==> src/rtl/fir_ctrl_sequencer.sv <==
// Control front end for the transposed FIR: sample-rate divider, input capture,
// datapath enables and a double-buffered coefficient bank with sample-aligned commit.
module fir_ctrl_sequencer #(
    parameter int unsigned DIV   = 40,
    parameter int unsigned NCOEF = 12
) (
    input  logic                   iClk_12M,
    input  logic                   iRst,
    input  logic                   iStart,
    input  logic                   iLoadReq,
    input  logic                   iCoeffWr,
    input  logic [3:0]             iCoeffAddr,
    input  logic [15:0]            iCoeffData,
    input  logic                   iCommit,
    input  logic [2:0]             iFirIn,
    output logic                   oEnSample_300k,
    output logic [3:0]             oEnMul,
    output logic                   oEnAdd,
    output logic                   oEnAcc,
    output logic [2:0]             oFirIn,
    output logic [16*NCOEF-1:0]    oCoeffBus,
    output logic [1:0]             oState,
    output logic                   oWrErr
);

    localparam int unsigned CW = (DIV > 1) ? $clog2(DIV) : 1;
    localparam logic [CW-1:0] CntLast = CW'(DIV - 1);
    localparam logic [CW-1:0] CntCap  = CW'(DIV - 2);

    typedef enum logic [1:0] {
        StIdle = 2'd0,
        StRun  = 2'd1,
        StLoad = 2'd2,
        StPend = 2'd3
    } state_e;

    state_e                  r_state;
    state_e                  w_state_nxt;
    logic [CW-1:0]           rCnt;
    logic                    r_strobe;
    logic                    r_en;
    logic [2:0]              r_fir;
    logic                    r_wrerr;
    logic [NCOEF-1:0][15:0]  r_active;
    logic [NCOEF-1:0][15:0]  r_shadow;

    logic                    w_addr_ok;
    logic                    w_wr_ok;
    logic                    w_load_entry;
    logic                    w_swap;

    // Free-running divider; r_strobe is pre-decoded so it lines up with rCnt == DIV-1.
    always_ff @(posedge iClk_12M) begin
        if (iRst) begin
            rCnt     <= '0;
            r_strobe <= 1'b0;
        end else begin
            rCnt     <= (rCnt == CntLast) ? '0 : rCnt + 1'b1;
            r_strobe <= (rCnt == CntCap);
        end
    end

    always_ff @(posedge iClk_12M) begin
        if (iRst) begin
            r_state <= StIdle;
        end else begin
            r_state <= w_state_nxt;
        end
    end

    always_comb begin
        w_state_nxt = r_state;
        case (r_state)
            StIdle: begin
                if (iLoadReq) begin
                    w_state_nxt = StLoad;
                end else if (iStart) begin
                    w_state_nxt = StRun;
                end
            end
            StRun: begin
                if (iLoadReq) begin
                    w_state_nxt = StLoad;
                end
            end
            StLoad: begin
                if (iCommit) begin
                    w_state_nxt = StPend;
                end
            end
            StPend: begin
                if (r_strobe) begin
                    w_state_nxt = StRun;
                end
            end
            default: w_state_nxt = StIdle;
        endcase
    end

    assign w_addr_ok    = (32'(iCoeffAddr) < NCOEF);
    assign w_wr_ok      = iCoeffWr && (r_state == StLoad) && w_addr_ok;
    assign w_load_entry = (r_state != StLoad) && (w_state_nxt == StLoad);
    assign w_swap       = (r_state == StPend) && r_strobe;

    // Shadow is seeded from the active set on LOAD entry so partial rewrites keep the rest.
    always_ff @(posedge iClk_12M) begin
        if (iRst) begin
            r_shadow <= '0;
            r_active <= '0;
        end else begin
            if (w_load_entry) begin
                r_shadow <= r_active;
            end else if (w_wr_ok) begin
                r_shadow[iCoeffAddr] <= iCoeffData;
            end
            if (w_swap) begin
                r_active <= r_shadow;
            end
        end
    end

    always_ff @(posedge iClk_12M) begin
        if (iRst) begin
            r_en    <= 1'b0;
            r_fir   <= 3'b000;
            r_wrerr <= 1'b0;
        end else begin
            r_en    <= (w_state_nxt != StIdle);
            r_wrerr <= iCoeffWr && !w_wr_ok;
            if (rCnt == CntCap) begin
                r_fir <= (r_state != StIdle) ? iFirIn : 3'b000;
            end
        end
    end

    assign oEnSample_300k = r_strobe;
    assign oEnMul         = {4{r_en}};
    assign oEnAdd         = r_en;
    assign oEnAcc         = r_en;
    assign oFirIn         = r_fir;
    assign oCoeffBus      = r_active;
    assign oState         = r_state;
    assign oWrErr         = r_wrerr;

endmodule

==> config.mk <==
export PLATFORM = sky130hd
export DESIGN_NAME = fir_ctrl_sequencer
export DESIGN_NICKNAME = d
export VERILOG_FILES = /design/src/rtl/fir_ctrl_sequencer.sv
export SDC_FILE = /design/constraint.sdc
export NUM_CORES = 1
export LEC_CHECK = 0
export CAP_MARGIN = 15
export CORE_AREA = 2 2 258 260
export DETAILED_ROUTE_END_ITERATION = 16
export DIE_AREA = 0 0 260 262
export PLACE_DENSITY = 0.48
export SLEW_MARGIN = 40
export SYNTH_ARGS = -nofsm -noshare
export SYNTH_HDL_FRONTEND = slang
export SYNTH_SLANG_ARGS = --single-unit
export TNS_END_PERCENT = 10
==> constraint.sdc <==
create_clock -name iClk_12M -period 1.8 [get_ports iClk_12M]
set_clock_uncertainty 0.2 [all_clocks]
set_input_delay 0.36 -clock iClk_12M [delete_from_list [all_inputs] [get_ports iClk_12M]]
set_output_delay 0.36 -clock iClk_12M [all_outputs]
set_load 0.01 [all_outputs]
==> results of run 1 <==
[synthesized netlist by cell type (2+ instances only)]
library cell    n  share of area [%]
o21ai_0       135                4.2
nand2_1       385                8.9
nand4bb_1       4               0.28
inv_1           2              0.046
nand2b_1        2              0.077
buf_4           5               0.23
clkbuf_1      114                2.6
dfxtp_1       398                 49
a21oi_1       389                 12
nor2_1        199                4.6
nand4b_1        2               0.11
buf_2          95                2.9
ha_1            2               0.15
xor2_1          2               0.11
and4b_1        18                1.1
nand3_1         3              0.092
o21ai_1        61                1.9
nor3_1          2              0.062
and4bb_2       16                1.2
a211oi_1      192                8.9
buf_1          13               0.30
and4bb_1        3               0.23
o2111ai_1       3               0.16
[sequential cells by signal, summed over array words and instances, names as in the netlist]
| register | cells |
|---|---|
| oEnSample_300k | 1 |
| oCoeffBus | 192 |
| oEnAcc | 1 |
| oState | 2 |
| oWrErr | 1 |
| oFirIn | 3 |
| r_shadow | 192 |
| rCnt | 6 |
[cell families (layout without fill, tap and decap cells)]
logic type,Yosys count,after routing,share of synthesized area [%]
AO/OA/AOI/OAI,784,784,27.3
AND/OR/NAND/NOR,643,643,17.2
flip-flops,398,398,49.1
buffers and inverters,229,497,6.14
XOR/XNOR,3,3,0.162
adder cells (fa/ha/maj),2,2,0.154
[metal layers]
layer,track usage (%),up-vias,part of all wire [%]
li1,-,7616,-
met1,24.2,7863,42
met2,32.1,522,47
met3,4.75,111,7.0
met4,8.33,0,3.9
met5,0,-,0
[timing repair]
action                                 in CTS  in global routing
pin swaps                                   3                 27
buffers inserted                            0                  1
setup endpoints to repair                 266                207
gates cloned                                0                  7
hold buffers                                1                  0
endpoints found under the hold margin       9                  0
gates resized for setup                   657                157
[stage by stage]
| stage | setup slack, ps | utilization [%] | total power [mW] | hold slack [ps] |
|---|---|---|---|---|
| 6_report | -34.8 | 34.8 | 21.2 | 184 |
| 5_1_grt | -121 | 34.8 | 21.9 | 179 |
| 4_1_cts | -216 | 34.3 | 21.2 | 158 |
| 3_5_place_dp | -609 | 31.7 | 11.4 | 237 |
| 3_3_place_gp | -572 | 31.7 | 11.3 | 232 |
| 2_1_floorplan | 11.2 | - | 10.5 | 228 |
[area by class of cell]
cell class	instances	area [um^2]	share of cell area [%]
Clock buffer	70	1410	6.19
Multi-Input combinational cell	1432	7520	33.1
Timing Repair Buffer	413	4430	19.5
Sequential cell	398	8100	35.7
Inverter	2	7.51	0.0331
Clock inverter	12	163	0.716
Tap cell	864	1080	4.76
[power by group through the flow]
stage / Combinational (mW) / Clock [mW] / Sequential [mW]
2_1_floorplan: 1.06 / 0 / 9.42
3_3_place_gp: 1.90 / 0 / 9.44
3_5_place_dp: 1.93 / 0 / 9.45
4_1_cts: 1.94 / 10.0 / 9.24
5_1_grt: 2.24 / 10.4 / 9.28
6_report: 2.09 / 9.84 / 9.25
[worst max-delay path by stage]
stage             startpoint      endpoint  slack [ps]  cells past startpoint
3_3_place_gp   iCoeffAddr[0]   r_shadow[4]        -570                      6
6_report           oState[1]  r_shadow[53]         -30                      7
5_1_grt            oState[1]  r_shadow[89]        -120                      7
2_1_floorplan      oState[1]  r_shadow[69]          10                      6
3_5_place_dp   iCoeffAddr[0]   r_shadow[4]        -610                      6
4_1_cts            oState[0]     oState[0]        -220                      2
[critical path, cell delays in order, from the launching register on]
cell and delay (ps):
dfxtp_2 340, buf_12 140, buf_4 160, nand3b_1 140, buf_4 200, buf_12 180
o21ai_0 110, a211oi_1 250
==> results.toml, run 1 <==
[min_path]
hold_depth = 3
whs_endpoint = "oFirIn[0]"
hold_path.class = "in2reg"
min_from = "iFirIn[0]"

[placed_design]
hpwlAfterDp_um = 47200
place_area_mm2 = 0.0207
placed_cells = 3100
gp_congestion = 0.808
port_buffers = 233

[clock_network]
cts_tree = "yes"
cts_root_buf = "clkbuf_16"
clk_pin_slew_ps = 60
clk_latency_ps = 580
cts_max_level = 2
clockBufferDepth = 3
cts_buffers = 46
cts.sinks = 398

[power]
p_sw_mw = 5.30
cellLeakagePower_nw = 8.14
intPower_mw = 15.9
clockPowerShare_pct = 46.5
p_sw_share_pct = 25.0
peakVddDrop_mv = 0.507
seq_power_share_pct = 43.7
power_frac_comb_pct = 9.9
power_density_mw_per_mm2 = 933

[critical_path]
worstReg2RegStart = "oState[1]"
start_kind = "flop"
end_kind = "flop"
rr_worst_depth = 7
critical_path_required_ps = 2080
criticalPathCategory = "reg2reg"
regToRegEndpoint = "r_shadow[53]"
crit_path_max_fanout = 22
crit_arrival_ps = 2110
regToRegSetupSlack_ps = -30

[timing]
max_freq_mhz = 545
setup_slack_ps = -34.8
rsz0062_at_grt = "yes"
fin_setup_tns_ps = -356
finalCritPeriodShare_pct = 102
worst_pin_slew_ps = 488
hold_violations = 0
setup_viol = 28
layout_min_cycle_time_ps = 1830
slew-limit-headroom_pct = 67.5
slew_violations = 0

[yosys]
syn_avg_cell_area_um2 = 7.89
yosysSeqAreaShare_pct = 49.1
synth-edff-count = 0
async_flop_share_pct = 0
yosys_warnings = 0
syn-cell-area_mm2 = 0.0162
yosys.cell_types.count = 37
ys_seq_elements = 398
synth_nets = 2090
ys.flop_type = "dfxtp_1"
synthCells = 2059

[routing]
drc = 0
drt_iter0_drc = 1453
vias = 16100
antenna_left = 0
routed_wl_um = 70000
wl_per_cell_um = 21.9
drt-pass1-iter-count = 6
via_per_inst = 5.05

[layout]
n_fill_cell = 6744
finalNonFillerCells = 3191
area_growth_pct = 39.8
final_cell_mix = "nand2_1 (385), a21oi_1 (385), dfxtp_1 (316), nor2_1 (199), a211oi_1 (169)"
layout.nets = 2324
drive_above_1_share_pct = 24.3
fin_area_mm2 = 0.0227
antenna_cells = 0

[die]
start_util_pct = 24.9
die_w_um = 260
die_y_um = 262
std_cell_rows = 94
core-area_mm2 = 0.0653
ios = 234
die-area_mm2 = 0.0681

[run_status]
violations = "negative setup slack"
status = "complete, but fails checks"

[job]
cap_viol_max_count = 0

[grt]
grt-ovfl-total = 0
grt_pass1_wl_um = 100000
grt_max_degree = 97
grt_pass1_vias = 15500
antenna_found_initial = 0
grtUsageTotal_pct = 19.5
Power figures use the tool's default switching activity.
==> inputs of run 2 (changes only) <==
--- a/config.mk
+++ b/config.mk
@@ -9,6 +9,7 @@
 export CORE_AREA = 2 2 258 260
 export DETAILED_ROUTE_END_ITERATION = 16
 export DIE_AREA = 0 0 260 262
+export GPL_ROUTABILITY_DRIVEN = 0
 export PLACE_DENSITY = 0.48
 export SLEW_MARGIN = 40
 export SYNTH_ARGS = -nofsm -noshare
==> results of run 2 <==
Final layout, timing and power as in run 1 (identical DEF).
